==> src/rtl/slice_compare_sequencer.sv <==
// Multi-cycle unsigned compare of two WORDS*N-bit operands through one shared N-bit
// slice comparator, scanning from the most-significant slice down to the first difference.
module slice_compare_sequencer #(
    parameter int N     = 4,
    parameter int WORDS = 4,
    localparam int W    = N * WORDS,
    localparam int CW   = $clog2(WORDS + 1)
) (
    input  logic          clk,
    input  logic          rst,
    input  logic          start,
    input  logic [W-1:0]  a,
    input  logic [W-1:0]  b,
    output logic          busy,
    output logic          done,
    output logic          y2,
    output logic          y1,
    output logic          y0,
    output logic [CW-1:0] cycles
);

    localparam int IW = (WORDS > 2) ? $clog2(WORDS) : 1;

    localparam logic [1:0] S_IDLE = 2'd0;
    localparam logic [1:0] S_CMP  = 2'd1;
    localparam logic [1:0] S_DONE = 2'd2;

    logic [1:0]    r_state;
    logic [W-1:0]  r_a;
    logic [W-1:0]  r_b;
    logic [IW-1:0] r_idx;
    logic          r_busy;
    logic          r_done;
    logic          r_y2;
    logic          r_y1;
    logic          r_y0;
    logic [CW-1:0] r_cycles;

    logic [N-1:0]  w_sa;
    logic [N-1:0]  w_sb;
    logic          w_gt;
    logic          w_eq;

    // The single shared slice comparator.
    always_comb begin
        w_sa = r_a[r_idx*N +: N];
        w_sb = r_b[r_idx*N +: N];
        w_gt = (w_sa > w_sb);
        w_eq = (w_sa == w_sb);
    end

    always_ff @(posedge clk or posedge rst) begin
        if (rst) begin
            r_state  <= S_IDLE;
            r_a      <= '0;
            r_b      <= '0;
            r_idx    <= '0;
            r_busy   <= 1'b0;
            r_done   <= 1'b0;
            r_y2     <= 1'b0;
            r_y1     <= 1'b0;
            r_y0     <= 1'b0;
            r_cycles <= '0;
        end else begin
            case (r_state)
                S_CMP: begin
                    r_cycles <= r_cycles + CW'(1);
                    if (!w_eq) begin
                        r_y2    <= w_gt;
                        r_y0    <= ~w_gt;
                        r_busy  <= 1'b0;
                        r_done  <= 1'b1;
                        r_state <= S_DONE;
                    end else if (r_idx == '0) begin
                        r_y1    <= 1'b1;
                        r_busy  <= 1'b0;
                        r_done  <= 1'b1;
                        r_state <= S_DONE;
                    end else begin
                        r_idx <= r_idx - IW'(1);
                    end
                end
                default: begin
                    // IDLE and DONE both accept a new request; done lasts one cycle either way.
                    r_done <= 1'b0;
                    if (start) begin
                        r_a      <= a;
                        r_b      <= b;
                        r_idx    <= IW'(WORDS - 1);
                        r_y2     <= 1'b0;
                        r_y1     <= 1'b0;
                        r_y0     <= 1'b0;
                        r_cycles <= '0;
                        r_busy   <= 1'b1;
                        r_state  <= S_CMP;
                    end else begin
                        r_state <= S_IDLE;
                    end
                end
            endcase
        end
    end

    assign busy   = r_busy;
    assign done   = r_done;
    assign y2     = r_y2;
    assign y1     = r_y1;
    assign y0     = r_y0;
    assign cycles = r_cycles;

endmodule
==> config.mk <==
export PLATFORM = sky130hd
export DESIGN_NAME = slice_compare_sequencer
export DESIGN_NICKNAME = d
export VERILOG_FILES = /design/src/rtl/slice_compare_sequencer.sv
export SDC_FILE = /design/constraint.sdc
export NUM_CORES = 1
export LEC_CHECK = 0
export CELL_PAD_IN_SITES_DETAIL_PLACEMENT = 1
export CELL_PAD_IN_SITES_GLOBAL_PLACEMENT = 1
export CORE_MARGIN = 8
export CORE_UTILIZATION = 38
export DETAILED_ROUTE_END_ITERATION = 8
export PLACE_DENSITY_LB_ADDON = 0.1
export RECOVER_POWER = 100
export SLEW_MARGIN = 20
export SYNTH_ARGS = -nofsm -noshare
export SYNTH_HDL_FRONTEND = slang
export SYNTH_SLANG_ARGS = --single-unit
==> constraint.sdc <==
create_clock -name clk -period 2.4 [get_ports clk]
set_input_delay 0.36 -clock clk [delete_from_list [all_inputs] [get_ports clk]]
set_output_delay 0.36 -clock clk [all_outputs]
set_load 0.01 [all_outputs]
Word-level counts from Yosys, hierarchy flattened
Cells that the tools add are included.

storage, ports and cells
  bits of input ports = 35
  register bits = 44
  output and inout port bits = 8

cells by class
  shift operators = 2
  equal/unequal tests = 7
  add/subtract/negate cells = 2
  magnitude comparators = 1
  bitwise gates (word level) = 2
  multiplexer cells = 24
  reduce and logical (&&, ||, !) cells = 7

operators with widths
  operator                                                             count
  16-bit by 5-bit variable part select with 4-bit output               2
  1-bit two-way mux                                                    15
  2-bit two-way mux                                                    7
  2-bit != test (second input constant)                                4
  3-bit two-way mux                                                    2
  2-bit AND reduction                                                  3
  3-bit AND reduction                                                  2
  4-bit == test                                                        1
  4-bit > comparator                                                   1
  3-bit by 1-bit adder with 3-bit output (second input constant)       1
  3-bit != test (second input constant)                                1
  2-bit by 1-bit == test with 1-bit output (second input constant)     1
  2-bit zero test                                                      1
  1-bit NOT                                                            2
  2-bit nonzero test                                                   1
  2-bit by 1-bit subtractor with 2-bit output (second input constant)  1

Depth between registers and ports, before layout
  depth after elaboration = 5
  mapped depth = 8
  depth with buffers taken out = 7

Worst setup path after synthesis
OpenSTA, ideal clock, no wires.

  path kind = register to register
  start = reg r_idx[0]
  end = reg r_y2, in the netlist y2
  setup slack = 420 ps
  library setup time = 120 ps
  period minus slack after synthesis = 1980 ps
  arrival = 1860 ps
  cell stages (with the launch flop) = 9
  path through = dfrtp_1 > buf_6 > mux4_1 > inv_1 > ha_1 > nand4_4 > nand2_4 > and3_1 > a31o_1

on the way
  longest elaborated chain between the ends = 4
  elaborated cells on any way between the ends = 8
  classes of those cells = order compare (1); eq/ne (2); shift (2); mux (2); reduce/logical (1)

RTL lines
  item                                                                       RTL line  source
  start: declaration                                                         31        logic [IW-1:0] r_idx;
  start signal: assignment                                                   80        r_idx <= r_idx - IW'(1);
  start signal: assignment                                                   89        r_idx <= IW'(WORDS - 1);
  16-bit by 5-bit variable part select with 4-bit output (on tied branches)  46, 47
  4-bit > comparator / 4-bit == test (equally long branches)                 48, 49
  1-bit two-way mux / 2-bit != test (equally long branches)                  --
  1-bit two-way mux / 2-bit AND reduction (equally long branches)            --
  end signal: assignment                                                     69        r_y2 <= w_gt;
  end: declaration                                                           34        logic r_y2;

Parallel ways exist; a longest one is shown, timed or not. The select of a mux whose other input is x is not followed.
A chain may end at the register's enable or synchronous reset.

Worst setup path in the final report
Ends and elaborated chain as after synthesis.

==> impl_metrics.py <==
metrics = {
    "global_routing": {
        "grt_start_max_net_pins": 44,
        "overflow": 0,
        "grt_use_met3": 0.04320,
        "grt_pass1_vias": 1654,
        "met2_usage": 0.2156,
        "grt_pass1_wl_um": 8162,
        "antenna_found_initial": 0,
        "busiest_layer": "met2",
        "grtUsageTotal": 0.1365,
        "grt_use_met1": 0.1673,
    },
    "critical_path": {
        "endpoint_kind": "flip-flop",
        "r2r_setup_slack_ps": 150,
        "reg2reg_depth": 7,
        "cp-start-kind": "flip-flop",
        "reg2reg_from": "r_idx[0]",
        "timing.rr.end": "y2",
        "worst-path-max-fanout": 7,
        "cp.required_ps": 2600,
        "crit_arrival_ps": 2440,
        "worstSetupPathType": "reg -> reg",
    },
    "timing": {
        "drv_slew": 0,
        "setup_viol": 0,
        "fin_crit_ps": 2247,
        "fin_crit_sh": 0.9361,
        "whs_ps": 480.0,
        "rsz0062_at_grt": "no",
        "tightestPinTransition_ps": 1074,
        "max_freq_ghz": 0.4451,
        "fin_skew_ps": 11.39,
        "setup_tns_ps": 0,
        "slew_headroom": 0.2841,
        "hold_violations": 0,
    },
    "pwr": {
        "vdd_ir_drop_max_v": 0.0004346,
        "internal_power_uw": 1799,
        "switchingPower_uw": 1015,
        "clock_power_share": 0.180,
        "leakagePower_uw": 0.001299,
        "power_uw": 2814,
        "power.density_nw_per_um2": 1094,
        "sw_frac_of_total": 0.3609,
        "sequentialPowerShare": 0.424,
        "combPwrFrac": 0.396,
    },
    "detailed_routing": {
        "first_pass_iters": 4,
        "drtIter0Drc": 23,
        "detail-route-antenna-nets": 0,
        "avgRoutedWirePerCell_um": 14.81,
        "wl_um": 4740,
        "vias": 1524,
        "viasPerCell": 4.763,
        "drc": 0,
    },
    "cells_and_area": {
        "seqCellArea_um2": 1076,
        "nFillCells": 615,
        "area_growth_pct": 26.99,
        "post_layout_nonfiller_instances": 320,
        "multiInputGateArea_um2": 823.3,
        "antenna_cells": 0,
        "layout_commonest_cell": "nand2_1",
        "drive_gt1_frac": 0.08000,
        "final_cell_mix": "103 x nand2_1, 43 x dfrtp_1, 32 x clkdlybuf4s50_1",
        "fin_nets": 290,
    },
    "clocking": {
        "cts.htree.levels": 2,
        "cts.sinks": 43,
        "cts_buffer_depth": 2,
        "cts_setup_buffers": 0,
        "cts.hold.buffers_added": 0,
        "clk_root_buffer_cell": "clkbuf_8",
        "cts_resized": 0,
        "path_clk_slew_ps": 80,
        "insertion_delay_ps": 300,
        "cts_inserted_buffers": 5,
        "cts_tree": "built",
    },
    "yosys": {
        "synthCells": 205,
        "synth_compound_area_frac": 0.03768,
        "ys_warn_count": 0,
        "yosys.area_share.simple": 0.2440,
        "synth-adder-area-share": 0.03706,
        "synth_seq_area_share": 0.5312,
        "yosys_register_bits": 43,
        "netlist_area_um2": 2026,
        "synth_top_family_by_area": "simple AND/OR/NAND/NOR gates",
        "syn_nets": 246,
        "synth-xor-area-share": 0,
        "ys_types": 27,
        "syn_avg_cell_area_um2": 9.881,
        "synthMuxAreaShare": 0.09265,
    },
    "worst_hold_path": {
        "hp-start": "r_b[11]",
        "min_path_cells": 2,
        "hold_path_class": "reg -> reg",
        "holdPathEnd": "r_b[11]",
    },
    "die": {
        "die_area_um2": 7923,
        "num_rows": 26,
        "core_um2": 5140,
        "ios": 43,
        "chipWidth_um": 89.01,
        "start_util": 0.3941,
        "die_h_um": 89.01,
    },
    "outcome": {
        "status": "finished clean",
    },
    "placed_design": {
        "gp_congestion": 0.7247,
        "dp.cells": 312,
        "io_buffers": 42,
        "place.detailed.hpwl_um": 3485,
    },
    "job": {
        "max-cap-violations": 0,
    },
}
==> routing by layer <==
| layer | vias up | routed length [um] |
|---|---|---|
| met2 | 34 | 2184 |
| met4 | 0 | 65 |
| met1 | 734 | 2241 |
| li1 | 749 | - |
| met5 | - | 0 |
| met3 | 7 | 248 |
==> cell families after synthesis <==
kind of cell	after synthesis
simple gates	116
flops	43
buf+inv	19
compound gates	13
mux	8
fa+ha+maj	6
==> worst max path at each step <==
stage                   from  endpoint  slack [ps]  depth (start not counted)
floorplan           r_idx[0]        y2         420                          8
global placement    r_idx[0]        y2         260                          7
detailed placement  r_idx[0]  r_idx[1]         160                          7
CTS                 r_idx[0]  r_idx[1]         150                          7
global route        r_idx[0]        y2          40                          7
finish              r_idx[0]        y2         150                          7
==> metrics by stage <==
stage            util  setup slack, ps  area, um2
6_report       0.5005            153.3       2572
5_1_grt        0.5005            38.55       2572
4_1_cts        0.5037            148.0       2589
3_5_place_dp   0.4842            155.4       2489
3_3_place_gp   0.4842            263.2       2489
2_1_floorplan       -            420.4       2026
==> critical path, stage by stage (launching register included) <==
cell and delay (ps):
dfrtp_1 400, buf_4 200, mux4_2 510, ha_1 360, nand4_4 140, nand2_1 130
and3_1 220, a31o_1 180
==> power by group through the flow <==
stage | combinational [uW] | sequential [uW] | clock (uW)
finish | 1110 | 1190 | 508
floorplan | 896 | 1140 | 0
detailed placement | 1180 | 1200 | 0
global placement | 1130 | 1210 | 0
global route | 1270 | 1230 | 558
CTS | 1180 | 1200 | 534
==> synth_stat cells <==
cell type	n	area [um2]
nand4_4	1	21.27
inv_1	9	33.78
buf_2	3	15.01
dfrtp_1	43	1076
a32o_1	1	10.01
nand3_1	2	10.01
nand2_4	1	11.26
buf_4	1	7.510
mux4_2	6	135.1
o21ai_0	5	25.02
a31o_1	1	8.760
buf_6	5	56.30
nor3_2	1	10.01
a22oi_1	1	7.510
clkbuf_1	1	3.750
and3_1	1	6.260
a21oi_1	4	20.02
nand2_1	101	379.1
o21ai_1	1	5.000
and2_1	1	6.260
nand2b_4	1	13.76
nand3b_1	1	7.510
nand2_2	1	6.260
nor2_1	4	15.01
mux4_1	2	52.55
ha_1	6	75.07
and2b_1	1	7.510
==> registers in the layout (all words and copies together) (netlist names) <==
signal	flops
r_a	16
r_b	16
cycles	3
r_idx	2
r_state	2
busy	1
y0	1
y1	1
y2	1
==> layout make-up <==
cell class,count,area share
Tap cell,70,0.03405
Sequential cell,43,0.4183
Inverter,9,0.01313
Multi-Input combinational cell,143,0.3200
Clock buffer,8,0.03891
Timing Repair Buffer,47,0.1756
No activity file was read; power rests on OpenSTA's default activity.
